<file path="src/rtl/word_comparator_serial.sv">
// word_comparator_serial
//   Serial MSB-first magnitude comparator for two WIDTH-bit words.
//   A start in IDLE captures Superior/Inferior (optionally inverted for
//   active-low switch inputs) and scans one bit per clock, stopping at the
//   first differing bit. Reports lt/eq/gt, the number of bits examined and
//   per-bit lt/eq/gt vectors latched at capture time.
//   Optional feature macro: CMP_SIGNED_EN (two's complement compare).
module word_comparator_serial #(
   parameter int WIDTH      = 8,
   parameter bit ACTIVE_LOW = 1'b0
) (
   input  logic                       clk,
   input  logic                       rst,
   input  logic                       start,
   input  logic [WIDTH-1:0]           sup,
   input  logic [WIDTH-1:0]           inf,
   output logic                       busy,
   output logic                       done,
   output logic                       lt,
   output logic                       eq,
   output logic                       gt,
   output logic [WIDTH-1:0]           bit_lt,
   output logic [WIDTH-1:0]           bit_eq,
   output logic [WIDTH-1:0]           bit_gt,
   output logic [$clog2(WIDTH+1)-1:0] nbits,
   output logic                       led
);

   localparam int NW = $clog2(WIDTH + 1);

   typedef enum logic {
      IDLE,
      RUN
   } state_e;

   state_e           state_q;
   logic [WIDTH-1:0] sup_sh_q;
   logic [WIDTH-1:0] inf_sh_q;
   logic [NW-1:0]    cnt_q;      // bits already examined in this compare
   logic [NW-1:0]    cnt_d;

   logic [WIDTH-1:0] sup_n;
   logic [WIDTH-1:0] inf_n;
   logic             s_bit;
   logic             i_bit;
   logic             bits_differ;
   logic             last_bit;
   logic             s_wins;     // Superior is greater at the current bit
   logic             capture;

   // Normalise inputs and decode the bit under examination.
   // NOTE: every always_comb output gets a value on every path, so no latch can be inferred.
   always_comb begin
      sup_n       = ACTIVE_LOW ? ~sup : sup;
      inf_n       = ACTIVE_LOW ? ~inf : inf;
      s_bit       = sup_sh_q[WIDTH-1];
      i_bit       = inf_sh_q[WIDTH-1];
      bits_differ = s_bit ^ i_bit;
      last_bit    = (cnt_q == NW'(WIDTH - 1));
      cnt_d       = cnt_q + 1'b1;
      capture     = (state_q == IDLE) && start;
`ifdef CMP_SIGNED_EN
      // The sign bit carries negative weight, so a set MSB means smaller.
      s_wins      = (cnt_q == '0) ? i_bit : s_bit;
`else
      s_wins      = s_bit;
`endif
   end

   // Operand shift registers: load on capture, shift left while scanning.
   // NOTE: pure datapath storage is deliberately left out of reset; it is always loaded before it is read.
   always_ff @(posedge clk) begin
      if (capture) begin
         sup_sh_q <= sup_n;
         inf_sh_q <= inf_n;
      end else if (state_q == RUN) begin
         sup_sh_q <= sup_sh_q << 1;
         inf_sh_q <= inf_sh_q << 1;
      end
   end

   // Control FSM with registered result outputs.
   // NOTE: sequential state uses non-blocking assignments so every register samples pre-edge values.
   always_ff @(posedge clk) begin
      if (rst) begin
         state_q <= IDLE;
         cnt_q   <= '0;
         busy    <= 1'b0;
         done    <= 1'b0;
         lt      <= 1'b0;
         eq      <= 1'b0;
         gt      <= 1'b0;
         bit_lt  <= '0;
         bit_eq  <= '0;
         bit_gt  <= '0;
         nbits   <= '0;
      end else begin
         done <= 1'b0;
         case (state_q)
            IDLE: begin
               if (start) begin
                  state_q <= RUN;
                  cnt_q   <= '0;
                  busy    <= 1'b1;
                  bit_lt  <= ~sup_n & inf_n;
                  bit_eq  <= ~(sup_n ^ inf_n);
                  bit_gt  <= sup_n & ~inf_n;
               end
            end
            RUN: begin
               if (bits_differ) begin
                  lt      <= ~s_wins;
                  gt      <= s_wins;
                  eq      <= 1'b0;
                  nbits   <= cnt_d;
                  busy    <= 1'b0;
                  done    <= 1'b1;
                  state_q <= IDLE;
               end else if (last_bit) begin
                  lt      <= 1'b0;
                  gt      <= 1'b0;
                  eq      <= 1'b1;
                  nbits   <= cnt_d;
                  busy    <= 1'b0;
                  done    <= 1'b1;
                  state_q <= IDLE;
               end else begin
                  cnt_q   <= cnt_d;
               end
            end
            default: state_q <= IDLE;
         endcase
      end
   end

   assign led = busy;

endmodule

</file>
<file path="config.mk">
export PLATFORM = sky130hd
export DESIGN_NAME = word_comparator_serial
export DESIGN_NICKNAME = d
export VERILOG_FILES = /design/src/rtl/word_comparator_serial.sv
export SDC_FILE = /design/constraint.sdc
export NUM_CORES = 1
export LEC_CHECK = 0
export BUFFER_PORTS_ARGS = -buffer_cell sky130_fd_sc_hd__buf_2
export CAP_MARGIN = 20
export CORE_ASPECT_RATIO = 1.1
export CORE_MARGIN = 2
export CORE_UTILIZATION = 48
export DETAILED_ROUTE_END_ITERATION = 8
export PLACE_DENSITY = 0.85
export SLEW_MARGIN = 20
export SYNTH_ARGS = -nofsm -noshare
export SYNTH_HDL_FRONTEND = slang
export SYNTH_SLANG_ARGS = --single-unit
</file>
<file path="constraint.sdc">
create_clock -name clk -period 1.45 [get_ports clk]
set_input_delay 0.0725 -clock clk [delete_from_list [all_inputs] [get_ports clk]]
set_output_delay 0.0725 -clock clk [all_outputs]
set_load 0.1 [all_outputs]
</file>
==> load_flow_metrics.sql, run 1 <==
INSERT INTO impl_metrics (metric_group, metric, value, unit) VALUES
('cells_and_area', 'final_cell_area', '0.002874', 'sq mm'),
('critical_path', 'cell_by_cell_listing_of_the_critical_path', 'ha_4 > and3b_2 > or4_4 > a21oi_2', ''),
('die', 'fp-row-count', '26', ''),
('timing', 'maxSlewHeadroom', '66.43', '%'),
('clocking', 'clock_pin_slew_on_the_worst_setup_and_hold_paths', '100', 'ps'),
('cells_and_area', 'area_delta_synth_final', '24.16', '%'),
('yosys', 'synth_top_area_share', '32.86', '%'),
('die', 'chipHeight', '76.83', 'microns'),
('route', 'detail_route.wl_per_cell', '13.61', 'microns'),
('pwr', 'combPwrFrac', '22.1', '%'),
('run', 'cap_viol_max_count', '0', ''),
('cells_and_area', 'nNetsFinal', '338', ''),
('cells_and_area', 'layout-drive-gt1-share', '28.90', '%'),
('critical_path', 'start_kind', 'flop', ''),
('yosys', 'yosysUniqueCellTypes', '30', ''),
('die', 'die-width', '70.21', 'microns'),
('route', 'drt_drc_violations_left', '0', ''),
('route', 'number_of_violations_reported_at_the_end_of_detailed_routing_iteration_0', '73', ''),
('critical_path', 'critical_path.max_fanout', '6', ''),
('die', 'fp.dieArea', '0.005394', 'sq mm'),
('yosys', 'netlist_area', '0.002315', 'sq mm'),
('critical_path', 'required', '1700', 'ps'),
('pwr', 'p_switching', '1.166', 'mW'),
('grt', 'grt_pass1_wl', '8.052', 'mm'),
('clocking', 'cts.sinks', '54', ''),
('cells_and_area', 'diodes', '0', ''),
('route', 'drt-vias-per-instance', '5.137', ''),
('place', 'weighted_congestion_reported_at_the_end_of_routability_driven_placement', '0.7686', ''),
('timing', 'min_period_over_period', '100.6', '%'),
('pwr', 'power_per_cell_area', '1295', 'mW/mm^2'),
('timing', 'final_critical_path_setup_slack', '-9.321', 'ps'),
('grt', 'grt_start_max_net_pins', '59', ''),
('yosys', 'number_of_synthesized_register_bits', '54', ''),
('place', 'place.port_buffers', '52', ''),
('clocking', 'cell_at_the_root_of_the_clock_tree', 'clkbuf_8', ''),
('yosys', 'ys_dominant_reg_cell', 'dfxtp_1', ''),
('yosys', 'synth_top_family_by_area', 'simple AND/OR/NAND/NOR gates', ''),
('yosys', 'async_flop_share', '0', '%'),
('route', 'totalWireLength', '4.860', 'mm'),
('grt', 'grt_use_total', '18.73', '%'),
('cells_and_area', 'n_fill_cell', '409', ''),
('pwr', 'sw_frac_of_total', '31.33', '%'),
('yosys', 'synth_warnings', '0', ''),
('clocking', 'tritoncts.num_buffers', '5', ''),
('yosys', 'synth_enable_flop_cells', '16', ''),
('timing', 'final_hold_viol_count', '0', ''),
('yosys', 'synth_top_cells_by_count', 'nand2_1, dfxtp_1, a21oi_1, ha_1, inv_1', ''),
('yosys', 'synth_seq_area_share', '53.62', '%'),
('run_status', 'outcome', 'finished with violations', ''),
('pwr', 'internal_dissipation', '2.556', 'mW'),
('grt', 'global_route.overflow_total', '0', ''),
('timing', 'report.final.setup_viol', '1', ''),
('yosys', 'synth_mux_area_share', '0.4324', '%'),
('clocking', 'cts_tree', 'yes', ''),
('clocking', 'clk-insertion-delay-late', '310', 'ps'),
('yosys', 'yosys.area.top_type', 'dfxtp_1', ''),
('critical_path', 'delay_of_the_slowest_critical_path_stage', '530', 'ps'),
('pwr', 'cellLeakagePower', '1.328', 'nW'),
('run_status', 'violations', 'negative setup slack', ''),
('grt', 'first_global_vias', '1783', ''),
('yosys', 'post_synth_fa_ha_maj_area_fraction', '10.27', '%'),
('clocking', 'clock_path_buffers', '2', ''),
('route', 'vias_post_dr', '1834', ''),
('pwr', 'share_clk_of_total_power', '31.3', '%'),
('die', 'core_area', '0.004652', 'sq mm'),
('timing', 'setup_repair_after_global_routing_missed_its_margin', 'yes', ''),
('timing', 'min_cycle_time_layout', '1459', 'ps'),
('yosys', 'synthesis.area_per_instance', '9.409', 'sq um'),
('pwr', 'pwr-share-seq', '46.7', '%'),
('yosys', 'synth_simple_gate_area_share', '14.76', '%'),
('yosys', 'instance_count_of_the_mapped_netlist', '246', '');
[cells in the final DEF (no fill, tap or decap), drive strengths merged]
cell type  synthesis  layout
a211oi             1       1
a21oi             30      30
a22o               6       6
and3b              1       1
buf                8      62
bufinv             0       1
clkbuf             7       7
dfxtp             38      38
edfxtp            16      16
ha                19      19
inv               19      19
mux2i              1       1
nand2             64      64
nand2b             2       2
nand3              3       3
nand3b             1       1
nand4              1       1
nor2               2       2
nor2b              2       2
nor3               2       2
o211ai             3       3
o21a               1       1
o21ai             14      14
or2                1       1
or3                1       1
or4                1       1
xnor2              1       1
xor2               1       1
[sequential cells by signal, summed over array words and instances, names as in the netlist]
register and cells:
bit_eq 8, bit_gt 8, bit_lt 8, busy 1, cnt_q 4, done 1, eq 1, gt 1
inf_sh_q 8, lt 1, nbits 4, state_q 1, sup_sh_q 8
[per-layer routing]
metal,share of wire (%),up-vias,GRT usage (%)
met5,0,-,0
met4,1.2,0,5.385
met3,4.6,5,4.336
met2,53,44,34.86
met1,41,865,21.09
li1,-,920,-
[logic make-up after synthesis]
group | after synthesis
AND/OR/NAND/NOR | 81
AO/OA/AOI/OAI | 55
flip-flops | 54
buffers and inverters | 34
adder cells (fa/ha/maj) | 19
XOR/XNOR | 2
multiplexers | 1
[power groups by stage]
stage                     clock network (mW)  registers, mW  logic (mW)
after detailed placement                   0           1.77       0.782
after global routing                    1.22           1.75       0.883
final                                   1.16           1.74       0.822
after floorplan                            0           2.09       0.274
after global placement                     0           1.76       0.768
after CTS                               1.18           1.74       0.814
[what timing repair did]
action / 4_1_cts / 5_1_grt
hold buffers: 0 / 0
setup buffers: 1 / 0
pin swaps: 3 / 3
setup endpoints to repair: 9 / 9
resized for setup: 7 / 4
gates cloned: 0 / 0
[worst min-delay path: cells and delay by family]
family / cells / cell delay [ps]
simple gates: 1 / 90
buf+inv: 2 / 140
[layout make-up]
class                      instances  area [sq um]  area share, %
clock buffer                       7         107.6          3.744
clock inverter                     1         30.03          1.045
multi-input combinational        158         989.7          34.44
inverter                          19         71.32          2.481
timing repair buffer              62         360.3          12.54
tap                               56         70.07          2.438
sequential                        54          1245          43.32
[worst paths after layout]
path,end,cells past startpoint,start
max,cnt_q[3],4,cnt_q[1]
min,sup_sh_q[0],3,sup[0]
min reg2reg,bit_gt[5],2,bit_gt[5]
max reg2reg,cnt_q[3],4,cnt_q[1]
[metrics by stage]
stage / instances / setup slack (ps) / power, mW / utilization, %
finish: 357 / -9.321 / 3.723 / 61.78
global route: 357 / -62.47 / 3.857 / 61.78
CTS: 357 / -5.576 / 3.729 / 61.51
detailed placement: 348 / -36.16 / 2.551 / 57.72
global placement: 348 / -12.45 / 2.531 / 57.72
floorplan: 246 / -5.018 / 2.367 / -
No activity file was read; power rests on OpenSTA's default activity.
==> run 2: changes to the inputs <==
Settings changed: CORE_MARGIN 2 to 5.
==> load_flow_metrics.sql, run 2 (synthesized netlist as in run 1, its figures left out) <==
INSERT INTO impl_metrics (metric_group, metric, value, unit) VALUES
('route', 'drt-vias-per-instance', '5.000', ''),
('die', 'die-width', '76.21', 'microns'),
('cells_and_area', 'nNetsFinal', '340', ''),
('critical_path', 'setup.worst_path.end_class', 'flop', ''),
('cells_and_area', 'diodes', '0', ''),
('grt', 'grt_start_max_net_pins', '59', ''),
('pwr', 'ir_worst_vdd', '756.1', 'uV'),
('pwr', 'sw_frac_of_total', '33.36', '%'),
('clocking', 'tritoncts.num_buffers', '5', ''),
('die', 'fp-row-count', '26', ''),
('timing', 'clock_skew_after_layout', '3.301', 'ps'),
('timing', 'min_cycle_time_layout', '1443', 'ps'),
('place', 'post-place-ws', '-42.88', 'ps'),
('place', 'detailed_place_hpwl', '3.438', 'mm'),
('cells_and_area', 'final_cell_area', '0.002845', 'sq mm'),
('hold_path', 'hold_depth', '3', ''),
('clocking', 'clock_path_buffers', '2', ''),
('hold_path', 'hold_path.class', 'input port to flop', ''),
('pwr', 'share_clk_of_total_power', '27.2', '%'),
('critical_path', 'timing.setup.critical_path_class', 'flop to flop', ''),
('route', 'totalWireLength', '4.746', 'mm'),
('critical_path', 'start_kind', 'flop', ''),
('die', 'i_o_pins', '53', ''),
('timing', 'final_hold_viol_count', '0', ''),
('die', 'core_area', '0.004652', 'sq mm'),
('pwr', 'cellLeakagePower', '1.315', 'nW'),
('route', 'drtPass1Iterations', '4', ''),
('place', 'place.port_buffers', '52', ''),
('timing', 'worst_slew_pin_slew', '496.7', 'ps'),
('route', 'vias_post_dr', '1795', ''),
('place', 'weighted_congestion_reported_at_the_end_of_routability_driven_placement', '0.8300', ''),
('clocking', 'htreeDepth', '2', ''),
('grt', 'grt_pass1_wl', '7.900', 'mm'),
('pwr', 'pwr-share-seq', '49.6', '%'),
('timing', 'achievable-frequency', '0.6932', 'GHz'),
('cells_and_area', 'mostFrequentLayoutCell', 'nand2_1', ''),
('pwr', 'power_per_cell_area', '1228', 'mW/mm^2'),
('die', 'fp.dieArea', '0.006312', 'sq mm'),
('critical_path', 'required', '1700', 'ps'),
('clocking', 'cell_at_the_root_of_the_clock_tree', 'clkbuf_8', ''),
('route', 'antenna_left', '0', ''),
('timing', 'min_period_over_period', '99.49', '%'),
('clocking', 'clock_pin_slew_on_the_worst_setup_and_hold_paths', '100', 'ps'),
('run', 'cap_viol_max_count', '0', ''),
('clocking', 'clk-insertion-delay-late', '310', 'ps'),
('pwr', 'combPwrFrac', '23.2', '%'),
('pwr', 'p_switching', '1.166', 'mW'),
('clocking', 'cts_tree', 'yes', ''),
('grt', 'first_global_vias', '1710', ''),
('run_status', 'outcome', 'complete, no violations', ''),
('cells_and_area', 'layout.cells.most_common_list', 'nand2_1, buf_2, dfxtp_1', ''),
('timing', 'slew_viol_final', '0', ''),
('timing', 'maxSlewHeadroom', '67.11', '%'),
('critical_path', 'critical_path.max_fanout', '5', ''),
('cells_and_area', 'area_delta_synth_final', '22.92', '%'),
('place', 'post_dp_cell_area', '0.002670', 'sq mm'),
('clocking', 'ctsHoldBuffers', '0', ''),
('grt', 'global_route.overflow_total', '0', ''),
('route', 'detail_route.wl_per_cell', '13.22', 'microns'),
('grt', 'number_of_antenna_violations_at_the_first_check_in_global_routing', '0', ''),
('cells_and_area', 'footprint_of_the_multi_input_gates', '989.7', 'sq um'),
('critical_path', 'critical_path_arrival', '1690', 'ps'),
('cells_and_area', 'register_area', '0.001244', 'sq mm'),
('pwr', 'internal_dissipation', '2.329', 'mW'),
('cells_and_area', 'final_util', '61.16', '%'),
('cells_and_area', 'n_fill_cell', '379', ''),
('route', 'number_of_violations_reported_at_the_end_of_detailed_routing_iteration_0', '85', ''),
('clocking', 'cts.sinks', '54', ''),
('timing', 'final_critical_path_setup_slack', '7.378', 'ps'),
('die', 'chipHeight', '82.83', 'microns'),
('route', 'drt_drc_violations_left', '0', ''),
('timing', 'report.final.setup_viol', '0', ''),
('grt', 'grt_use_total', '15.32', '%'),
('cells_and_area', 'layout-drive-gt1-share', '28.71', '%'),
('die', 'initial_utilization', '49.76', '%'),
('critical_path', 'r2r_cells', '4', ''),
('timing', 'setup_repair_after_global_routing_missed_its_margin', 'yes', '');
## run 2: final timing paths
path             start           to  slack [ps]
min             inf[0]  inf_sh_q[0]          90
min reg2reg  bit_eq[3]    bit_eq[3]         460
max           cnt_q[0]     cnt_q[3]           7
max reg2reg   cnt_q[0]     cnt_q[3]           7
## run 2: final cells by class
type | instances | share of cell area [%]
Sequential cell | 54 | 43.71
Multi-Input combinational cell | 158 | 34.78
Timing Repair Buffer | 64 | 12.75
Clock buffer | 6 | 3.298
Inverter | 19 | 2.507
Tap cell | 56 | 2.463
Clock inverter | 2 | 0.4837
## run 2: repair_timing
action / 4_1_cts / 5_1_grt
setup buffers: 2 / 1
setup endpoints to repair: 8 / 9
gates resized for setup: 5 / 5
hold endpoints to repair: 0 / 0
pin swaps: 3 / 3
## run 2: critical path: stages, from the launching register on
cell	delay, ps
dfxtp_2	350
ha_4	150
and3b_2	240
or4_4	520
a21oi_2	120
## run 2: metrics by stage
step           hold slack (ps)  TNS [ps]  cells  total power [mW]
2_1_floorplan            240.3    -5.018    246             2.367
3_3_place_gp             414.6    -12.14    348             2.524
3_5_place_dp             412.5    -102.4    348             2.541
4_1_cts                  80.59         0    358             3.505
5_1_grt                  125.9    -41.98    359             3.655
6_report                 93.12         0    359             3.495
## run 2: power groups by stage
stage	sequential [mW]	combinational (mW)	clock [mW]
5_1_grt	1.75	0.871	1.04
2_1_floorplan	2.09	0.274	0
4_1_cts	1.74	0.793	0.976
3_3_place_gp	1.76	0.763	0
6_report	1.73	0.810	0.951
3_5_place_dp	1.77	0.773	0
## run 2: metal layers
layer / track usage, % / vias to the layer above / wire length (microns)
li1: - / 922 / -
met4: 4.293 / 0 / 58
met3: 5.952 / 8 / 334
met2: 27.41 / 46 / 2451
met5: 0 / - / 0
met1: 16.63 / 819 / 1902
